<file path="src/rtl/hamming_pkg.sv">
// hamming_pkg: FSM state type, popcount mode constants and counter width helper
package hamming_pkg;
  typedef enum logic [1:0] {IDLE, ACC, DONE} state_t;
  localparam int MODE_XOR = 0;
  localparam int MODE_XNOR = 1;
  function automatic int cnt_w(input int cc);
    return cc > 1 ? $clog2(cc) : 1;
  endfunction
endpackage

</file>
<file path="src/rtl/hamming_seq_acc_if.sv">
// hamming_seq_acc_if: start/beat/threshold inputs and busy/done/o/o_ge results; master drives beats, slave is the engine
interface hamming_seq_acc_if #(parameter int W = 5, parameter int OW = 8);
  logic start;
  logic in_valid;
  logic [W-1:0] g_input;
  logic [W-1:0] e_input;
  logic [OW-1:0] threshold;
  logic busy;
  logic done;
  logic [OW-1:0] o;
  logic o_ge;
  modport master(output start, in_valid, g_input, e_input, threshold, input busy, done, o, o_ge);
  modport slave(input start, in_valid, g_input, e_input, threshold, output busy, done, o, o_ge);
endinterface

</file>
<file path="src/rtl/hamming_seq_acc_popcount_w.sv">
// popcount_w: combinational count of set bits; ports d_i (W bits in), cnt_o ($clog2(W+1) bits out)
module popcount_w #(parameter int W = 5, localparam int PW = $clog2(W + 1)) (
  input  logic [W-1:0]  d_i,
  output logic [PW-1:0] cnt_o
);
  always_comb begin
    cnt_o = '0;
    for (int i = 0; i < W; i++) cnt_o = cnt_o + PW'(d_i[i]);
  end
endmodule

</file>
<file path="src/rtl/hamming_seq_acc.sv">
// hamming_seq_acc: W-bit-per-beat Hamming distance accumulator over N bits; ports clk, rst (sync active-low), bus (slave: start/in_valid/g/e/threshold in, busy/done/o/o_ge out)
module hamming_seq_acc import hamming_pkg::*; #(
  parameter int N = 160,
  parameter int W = 5,
  parameter int MODE = MODE_XOR
) (
  input logic clk,
  input logic rst,
  hamming_seq_acc_if.slave bus
);
  localparam int CC = N / W;
  localparam int OW = $clog2(N + 1);
  localparam int CW = cnt_w(CC);
  localparam int PW = $clog2(W + 1);
  state_t state_q;
  logic [CW-1:0] cnt_q;
  logic [OW-1:0] o_q, thr_q, o_d;
  logic ge_q;
  logic [W-1:0] bits;
  logic [PW-1:0] pc;
  assign bits = MODE == MODE_XNOR ? ~(bus.g_input ^ bus.e_input) : bus.g_input ^ bus.e_input;
  popcount_w #(.W(W)) u_pc (.d_i(bits), .cnt_o(pc));
  assign o_d = o_q + OW'(pc);
  always_ff @(posedge clk) begin
    if (!rst) begin
      state_q <= IDLE;
      cnt_q <= '0;
      o_q <= '0;
      thr_q <= '0;
      ge_q <= 1'b0;
    end else if (state_q == ACC) begin
      if (bus.in_valid) begin
        o_q <= o_d;
        ge_q <= o_d >= thr_q;
        cnt_q <= cnt_q == CW'(CC - 1) ? '0 : cnt_q + CW'(1);
        if (cnt_q == CW'(CC - 1)) state_q <= DONE;
      end
    end else if (bus.start) begin
      state_q <= ACC;
      cnt_q <= '0;
      o_q <= '0;
      thr_q <= bus.threshold;
    end
  end
  assign bus.busy = state_q == ACC;
  assign bus.done = state_q == DONE;
  assign bus.o = o_q;
  assign bus.o_ge = ge_q;
endmodule

</file>
<file path="src/flat_wrapper.sv">
// flat-port wrapper written by rule: the top's interface ports become plain ports
module hamming_seq_acc_flat import hamming_pkg::*;
#(
  parameter int N = 160,
  parameter int W = 5,
  parameter int MODE = MODE_XOR
)
  (clk, rst, bus_start, bus_in_valid, bus_g_input, bus_e_input, bus_threshold, bus_busy, bus_done, bus_o, bus_o_ge);
  hamming_seq_acc_if #(.W(W), .OW(8)) bus_i ();
  input logic clk;
  input logic rst;
  input wire logic [$bits(bus_i.start)-1:0] bus_start;
  input wire logic [$bits(bus_i.in_valid)-1:0] bus_in_valid;
  input wire logic [$bits(bus_i.g_input)-1:0] bus_g_input;
  input wire logic [$bits(bus_i.e_input)-1:0] bus_e_input;
  input wire logic [$bits(bus_i.threshold)-1:0] bus_threshold;
  output wire logic [$bits(bus_i.busy)-1:0] bus_busy;
  output wire logic [$bits(bus_i.done)-1:0] bus_done;
  output wire logic [$bits(bus_i.o)-1:0] bus_o;
  output wire logic [$bits(bus_i.o_ge)-1:0] bus_o_ge;
  assign bus_i.start = bus_start;
  assign bus_i.in_valid = bus_in_valid;
  assign bus_i.g_input = bus_g_input;
  assign bus_i.e_input = bus_e_input;
  assign bus_i.threshold = bus_threshold;
  assign bus_busy = bus_i.busy;
  assign bus_done = bus_i.done;
  assign bus_o = bus_i.o;
  assign bus_o_ge = bus_i.o_ge;
  hamming_seq_acc #(.N(N), .W(W), .MODE(MODE)) u_core (.clk(clk), .rst(rst), .bus(bus_i));
endmodule
</file>
<file path="config.mk">
export PLATFORM = sky130hd
export DESIGN_NAME = hamming_seq_acc_flat
export DESIGN_NICKNAME = d
export VERILOG_FILES = /design/src/rtl/hamming_pkg.sv /design/src/rtl/hamming_seq_acc_if.sv /design/src/rtl/hamming_seq_acc_popcount_w.sv /design/src/rtl/hamming_seq_acc.sv /design/src/flat_wrapper.sv
export SDC_FILE = /design/constraint.sdc
export NUM_CORES = 1
export LEC_CHECK = 0
export CAP_MARGIN = 20
export CORE_MARGIN = 8
export CORE_UTILIZATION = 44
export DETAILED_ROUTE_END_ITERATION = 12
export PLACE_DENSITY = 0.75
export SETUP_SLACK_MARGIN = 0.1
export SLEW_MARGIN = 10
export SYNTH_ARGS = -nofsm -noshare
export SYNTH_HDL_FRONTEND = slang
export SYNTH_SLANG_ARGS = --single-unit
export TNS_END_PERCENT = 20
</file>
<file path="constraint.sdc">
create_clock -name clk -period 4.35 [get_ports clk]
set_clock_uncertainty 0.1 [all_clocks]
set_input_delay 1.0875 -clock clk [delete_from_list [all_inputs] [get_ports clk]]
set_output_delay 1.0875 -clock clk [all_outputs]
set_load 0.1 [all_outputs]
</file>
==> key figures, run 1 <==
Die
  • Row Count: 20
  • Core footprint: 0.00305 mm2
  • Die area: 0.00530 mm2
  • Die Y: 72.8 um
  • Die Wd: approximately 73 um
  • # IOs: 33
  • Initial core utilization: 46.5%

Layout
  • Synthesis-to-layout area growth: 31.8%
  • Design area: 0.00187 mm2
  • Commonest non-fill, non-tap cells in the layout: nand2_1 (27), clkdlybuf4s50_1 (26), dfxtp_1 (24)
  • # diodes: 0
  • Most common cell after layout, fill and taps aside: nand2_1
  • Fraction of layout cells with a size suffix above 1: 9.71%
  • Final #Nets: 247

Clock network
  • Clk buf depth: 2
  • CTS tree: done
  • Clock sinks: 24
  • Reg clk slew, reported paths: 0.13 ns
  • H-tree depth: 1
  • CTS buffer count: 3
  • Hold buffers post-CTS: 0
  • Clock Root Buffer: clkbuf_4
  • Worst skew pair latency: ~0.32 ns

Placement
  • RD Place Congestion: approximately 0.79
  • Post-Place Setup Slack: -0.443 ns
  • Cell Area, Placed: approximately 0.0018 mm2
  • Post-DP HPWL: 2.81 mm
  • Port Buffers: 32

Timing
  • Worst rel slew slack: 33.6%
  • Final Cycle Share: between 90% and 100%
  • Slew of the pin with the lowest slew margin: 0.992 ns
  • Pins Over Slew Limit: 0
  • Fmax: 0.243 GHz
  • Hold Fails Final Rpt: 0
  • Final Setup Violations: 0
  • Tmin final: 4.12 ns
  • Fin Hold WS: 0.368 ns
  • Final worst setup slack: 0.232 ns
  • RSZ-0062 raised after global routing: no

Synthesis
  • Synth Instances: 168
  • Yosys top cell area share: roughly a third
  • Area leader, netlist: dfxtp_1
  • Syn nets: a little over 200
  • Mean area per synthesized cell: approximately 8.4 um2
  • Register area share after synthesis: approximately 34%
  • #FFs+latches synth: 24
  • Synthesized area: 0.00142 mm2
  • Top post-synthesis cells by area: dfxtp_1 (34%), ha_1 (12%), nand2_1 (7.1%), a21oi_1 (7.1%), xor2_1 (5.6%)
  • Yosys warns: 0
  • Synth unique cells: 32

Drt
  • Router iterations before antenna repair: 4
  • DRT antenna net count: 0
  • WL final: 3.57 mm
  • # DRC: 0
  • Wire length per cell: 14.3 um
  • First DRT Iteration DRCs: 68
  • DR vias/cell: around 5.3
  • Vias: 1318

Global route
  • Largest net degree at the start of global routing: 23
  • Global-route wire length before repair: roughly 6 mm
  • Initial antenna violation count: 0
  • Grt total ovfl: 0
  • Number of global-route vias before repair: around 1.3k
  • Overall global routing resource usage: 13.8%

Worst setup path
  • Kind of critical path: in2reg
  • R2R setup slack: 1.50 ns
  • Critical Path Source: bus_e_input[0]
  • Worst r2r src: u_core.bus.o[0]$_SDFFE_PN0P_
  • Reg2reg end: u_core.bus.o_ge$_SDFFE_PN0P_
  • WP data arrival: about 4.2 ns
  • CP Capture Type: register
  • Worst reg-to-reg path cell count: 12
  • Crit-path max FO: 2
  • Setup crit end: u_core.bus.o_ge$_SDFFE_PN0P_
  • CP max-delay cell: fa_1
  • Req. time, crit path: 4.47 ns
  • Max incr delay on CP: 0.53 ns
  • CP Cell Sequence: clkdlybuf4s15_1, xor2_2, fa_1, fa_1, ha_2, fa_2, a21o_1, buf_4, buf_4, nand2_1, xnor2_1, ha_1, nand4_1, nor2_1, o2bb2ai_1
  • Worst Setup Start Kind: input port

Status
  • Status: finished, final reports clean

Power and ir drop
  • VDD IR max: 0.000185 V
  • Total power: 557 uW
  • Static leakage: 0.000796 uW
  • Pwr per Cell Area: 298 mW/mm2

Job
  • Max-cap violations: 0

Worst hold path
  • HP Class: reg2reg
  • Hold Path Depth: 2
## cells by family (layout without fill, tap and decap cells)
logic type / Yosys count / count (layout) / synth area share (%)
fa+ha+maj: 17 / 17 / 16.6
simple gates: 61 / 61 / 21.3
buf+inv: 17 / 55 / 5.03
flops: 24 / 24 / 33.9
xor+xnor: 11 / 11 / 6.79
compound gates: 38 / 38 / 16.5
## how the worst min path moves through the flow
stage | startpoint | endpoint | slack (ns)
4_1_cts | u_core.thr_q[2]$_SDFFE_PN0P_ | u_core.thr_q[2]$_SDFFE_PN0P_ | 0.37
3_5_place_dp | u_core.thr_q[2]$_SDFFE_PN0P_ | u_core.thr_q[2]$_SDFFE_PN0P_ | 0.35
5_1_grt | u_core.thr_q[3]$_SDFFE_PN0P_ | u_core.thr_q[3]$_SDFFE_PN0P_ | 0.38
2_1_floorplan | u_core.thr_q[1]$_SDFFE_PN0P_ | u_core.thr_q[1]$_SDFFE_PN0P_ | 0.34
6_report | u_core.thr_q[3]$_SDFFE_PN0P_ | u_core.thr_q[3]$_SDFFE_PN0P_ | 0.37
3_3_place_gp | u_core.thr_q[6]$_SDFFE_PN0P_ | u_core.thr_q[6]$_SDFFE_PN0P_ | 0.35
## critical path: cells and delay by family
kind,cells,cell delay (ns)
buffers and inverters,3,0.45
xor gates and xnor gates,2,0.35
AOI/OAI and AO/OA,2,0.34
and+or+nand+nor,3,0.23
adders and majority gates,5,1.79
## layer usage
metal | share of wire [%] | up-vias | global-route usage, %
met5 | 0 | - | 0
met4 | 1.3 | 0 | 4.67
met3 | 5.3 | 4 | 3.57
met2 | 52 | 30 | 26.4
met1 | 41 | 623 | 13.8
li1 | - | 661 | -
## sequential cells by signal, indices dropped and copies added (netlist names)
| signal | cells |
|---|---|
| u_core.bus.o | 8 |
| u_core.bus.o_ge | 1 |
| u_core.cnt_q | 5 |
| u_core.state_q | 2 |
| u_core.thr_q | 8 |
## Yosys cell counts
master      n
nand2_1    27
dfxtp_1    24
a21oi_1    20
ha_1       14
inv_1      11
nor2_1      9
xor2_1      9
a22oi_1     5
nand3_1     5
nor3_1      5
o21ai_0     5
nand4_1     4
buf_2       3
fa_1        3
nand2b_1    3
a32o_1      2
clkbuf_1    2
o221ai_1    2
xnor2_1     2
a21o_1      1
a21oi_2     1
a311oi_1    1
and2_1      1
and3_1      1
and3b_1     1
buf_4       1
nand3b_4    1
nor2b_1     1
nor3b_1     1
o2bb2ai_1   1
or4_1       1
or4b_1      1
## metrics by stage
stage               TNS, ns  std cells  utilization, %
global route              0        250            61.3
finish                    0        250            61.3
CTS                       0        247            60.3
detailed placement   -0.443        242            58.8
global placement     -0.329        242            58.8
floorplan                 0        168               -
## where the power goes
| group | leakage (uW) | internal, uW | switching, uW |
|---|---|---|---|
| Sequential | 0.000195 | 230 | 7.94 |
| Combinational | 0.000587 | 92.2 | 127 |
| Clock | 0.0000138 | 32.4 | 67.9 |
| Total | 0.000796 | 355 | 202 |
## timing repair
item	CTS	global route
resized for setup	11	6
endpoints found under the hold margin	0	0
endpoints found under the setup margin	1	1
setup buffers	2	3
pin swaps	12	12
## cell type report
cell class,count,area (um2)
sequential,24,480
multi-input combinational,127,891
inverter,11,41.3
clock buffer,3,22.5
tap,44,55.1
timing repair buffer,41,380
fill,287,1180
No activity file was read; power rests on OpenSTA's default activity.
==> run 2: changes to the inputs <==
- GPL_ROUTABILITY_DRIVEN: unset -> 0
- PLACE_DENSITY: 0.75 -> unset
- PLACE_DENSITY_LB_ADDON: unset -> 0.05
- SETUP_SLACK_MARGIN: 0.1 -> unset
==> run 2 against run 1 <==
  * Fmax shrank 1.8%
  * Power rose by 3.1%
  * Clock power rose by 20%
  * Register-to-register slack better by 0.03 ns
  * Global-route usage down 0.48 points
  * Design area fell by 0.80%
  * Critical path depth is 1 lower
  * Setup slack lost 0.074 ns
  * Final cell count is 1.2% lower
  * Count of clock-buffer cells in the layout increased by 1
  * Sequential power about the same
  * Critical endpoint unchanged
  * Highest routed layer unchanged
==> key figures, run 2 (synthesized netlist as in run 1, its figures left out) <==
Status
  • Status: finished, final reports clean

Worst setup path
  • Crit-path max FO: 3
  • R2R setup slack: 1.53 ns
  • Reg2reg end: u_core.bus.o_ge$_SDFFE_PN0P_
  • Kind of critical path: in2reg
  • Req. time, crit path: 4.47 ns
  • Worst reg-to-reg path cell count: 11
  • Worst Setup Start Kind: input port
  • Worst r2r src: u_core.bus.o[0]$_SDFFE_PN0P_
  • CP Capture Type: register
  • WP data arrival: 4.31 ns

Die
  • Row Count: 20
  • Die area: 0.00530 mm2
  • # IOs: 33
  • Die Wd: 72.8 um
  • Die Y: 72.8 um
  • Core footprint: 0.00305 mm2
  • Initial core utilization: 46.5%

Drt
  • Router iterations before antenna repair: 4
  • WL final: 3.29 mm
  • Met3 routed WL: 223 um
  • M1 WL: 1.48 mm
  • Top routing layer used: met4
  • # DRC: 0
  • Wire length per cell: 13.3 um
  • Vias: 1274
  • First DRT Iteration DRCs: 39
  • DRT antenna net count: 0
  • DR vias/cell: 5.16
  • Met2 WL: between 1.5 and 2 mm

Worst hold path
  • Worst Hold Path EP: u_core.thr_q[6]$_SDFFE_PN0P_
  • Worst hold path startpoint: u_core.thr_q[6]$_SDFFE_PN0P_
  • HP Class: reg2reg
  • Hold Path Depth: 2

Global route
  • Number of global-route vias before repair: 1283
  • Overall global routing resource usage: between 10% and 20%
  • Largest net degree at the start of global routing: 23
  • Grt total ovfl: 0
  • Initial antenna violation count: 0
  • Global-route wire length before repair: roughly 5.7 mm

Timing
  • Fin Hold WS: approximately 0.37 ns
  • Worst rel slew slack: 34.0%
  • RSZ-0062 raised after global routing: no
  • Pins Over Slew Limit: 0
  • Fmax: between 0.2 and 0.25 GHz
  • Final Cycle Share: 96.3%
  • Slew of the pin with the lowest slew margin: between 0.9 and 1 ns
  • Tmin final: around 4.2 ns
  • Hold Fails Final Rpt: 0
  • Final worst setup slack: around 0.16 ns
  • Final Setup Violations: 0

Clock network
  • H-tree depth: 1
  • Hold buffers post-CTS: 0
  • Reg clk slew, reported paths: around 0.14 ns
  • CTS buffer count: 3
  • Clk buf depth: 2
  • Clock sinks: 24
  • Clock Root Buffer: clkbuf_4
  • Worst skew pair latency: 0.32 ns
  • CTS tree: done

Placement
  • Post-DP HPWL: 2.57 mm
  • Placed insts: 242
  • Post-Place Setup Slack: -0.424 ns
  • Port Buffers: 32

Layout
  • Final #Nets: 243
  • Register area: 480 um2
  • Most common cell after layout, fill and taps aside: nand2_1
  • Commonest non-fill, non-tap cells in the layout: nand2_1 (27), clkdlybuf4s50_1 (26), dfxtp_1 (24)
  • Fill cells: 305
  • Layout Cells excl Fill: 247
  • # diodes: 0
  • Multi-input logic area: 892 um2
  • Fraction of layout cells with a size suffix above 1: 7.88%
  • Synthesis-to-layout area growth: 30.8%

Power and ir drop
  • VDD IR max: approximately 0.00012 V
  • Pwr per Cell Area: roughly 310 mW/mm2
  • Static leakage: 0.000793 uW

Job
  • Max-cap violations: 0
run 2: how the worst max path moves through the flow:
stage | startpoint | endpoint | slack, ns | cells past startpoint
floorplan | bus_e_input[0] | u_core.bus.o_ge$_SDFFE_PN0P_ | 0.16 | 13
global placement | bus_g_input[1] | u_core.bus.o_ge$_SDFFE_PN0P_ | -0.34 | 14
detailed placement | bus_g_input[1] | u_core.bus.o_ge$_SDFFE_PN0P_ | -0.42 | 14
CTS | bus_e_input[0] | u_core.bus.o_ge$_SDFFE_PN0P_ | 0.13 | 14
global route | bus_e_input[0] | u_core.bus.o_ge$_SDFFE_PN0P_ | 0.02 | 14
finish | bus_e_input[0] | u_core.bus.o_ge$_SDFFE_PN0P_ | 0.16 | 14
run 2: power by group:
group | internal (uW) | total, uW | switching, uW
logic | 94.5 | 217 | 123
registers | 230 | 238 | 7.54
clock network | 51.2 | 120 | 68.3
total | 376 | 575 | 199
run 2: through the flow:
| step | instance area (um2) | setup TNS (ns) | util (%) | total power, uW |
|---|---|---|---|---|
| 6_report | 1860 | 0 | 60.8 | 575 |
| 5_1_grt | 1860 | 0 | 60.8 | 611 |
| 4_1_cts | 1850 | 0 | 60.6 | 583 |
| 3_5_place_dp | 1790 | -0.424 | 58.8 | 456 |
| 3_3_place_gp | 1790 | -0.344 | 58.8 | 452 |
| 2_1_floorplan | 1420 | 0 | - | 381 |
run 2: area by class of cell:
cell class / count / share of cell area (%)
tap: 44 / 2.97
inverter: 11 / 2.23
clock buffer: 4 / 1.96
multi-input combinational: 127 / 48.1
timing repair buffer: 37 / 18.9
sequential: 24 / 25.9
run 2: timing repair:
| item | CTS | global route |
|---|---|---|
| resized for setup | 11 | 1 |
| setup buffers | 1 | 0 |
| endpoints found under the setup margin | 1 | 1 |
| pin swaps | 12 | 0 |
run 2: metal layers:
layer | track usage [%] | vias up
met3 | 3.57 | 4
li1 | - | 659
met2 | 22.8 | 24
met1 | 15.7 | 587
met5 | 0 | -
met4 | 4.00 | 0
run 2: worst max-delay path, cell delays in order:
cell           delay (ns)
dlygate4sd2_1        0.26
xor2_2               0.18
fa_1                 0.51
fa_1                 0.49
ha_2                 0.21
fa_2                 0.36
a21o_1               0.17
nand4_1              0.13
xnor2_2              0.10
ha_1                 0.33
a21oi_1              0.14
o21ai_1              0.10
nor3_2               0.17
o2bb2ai_1            0.08
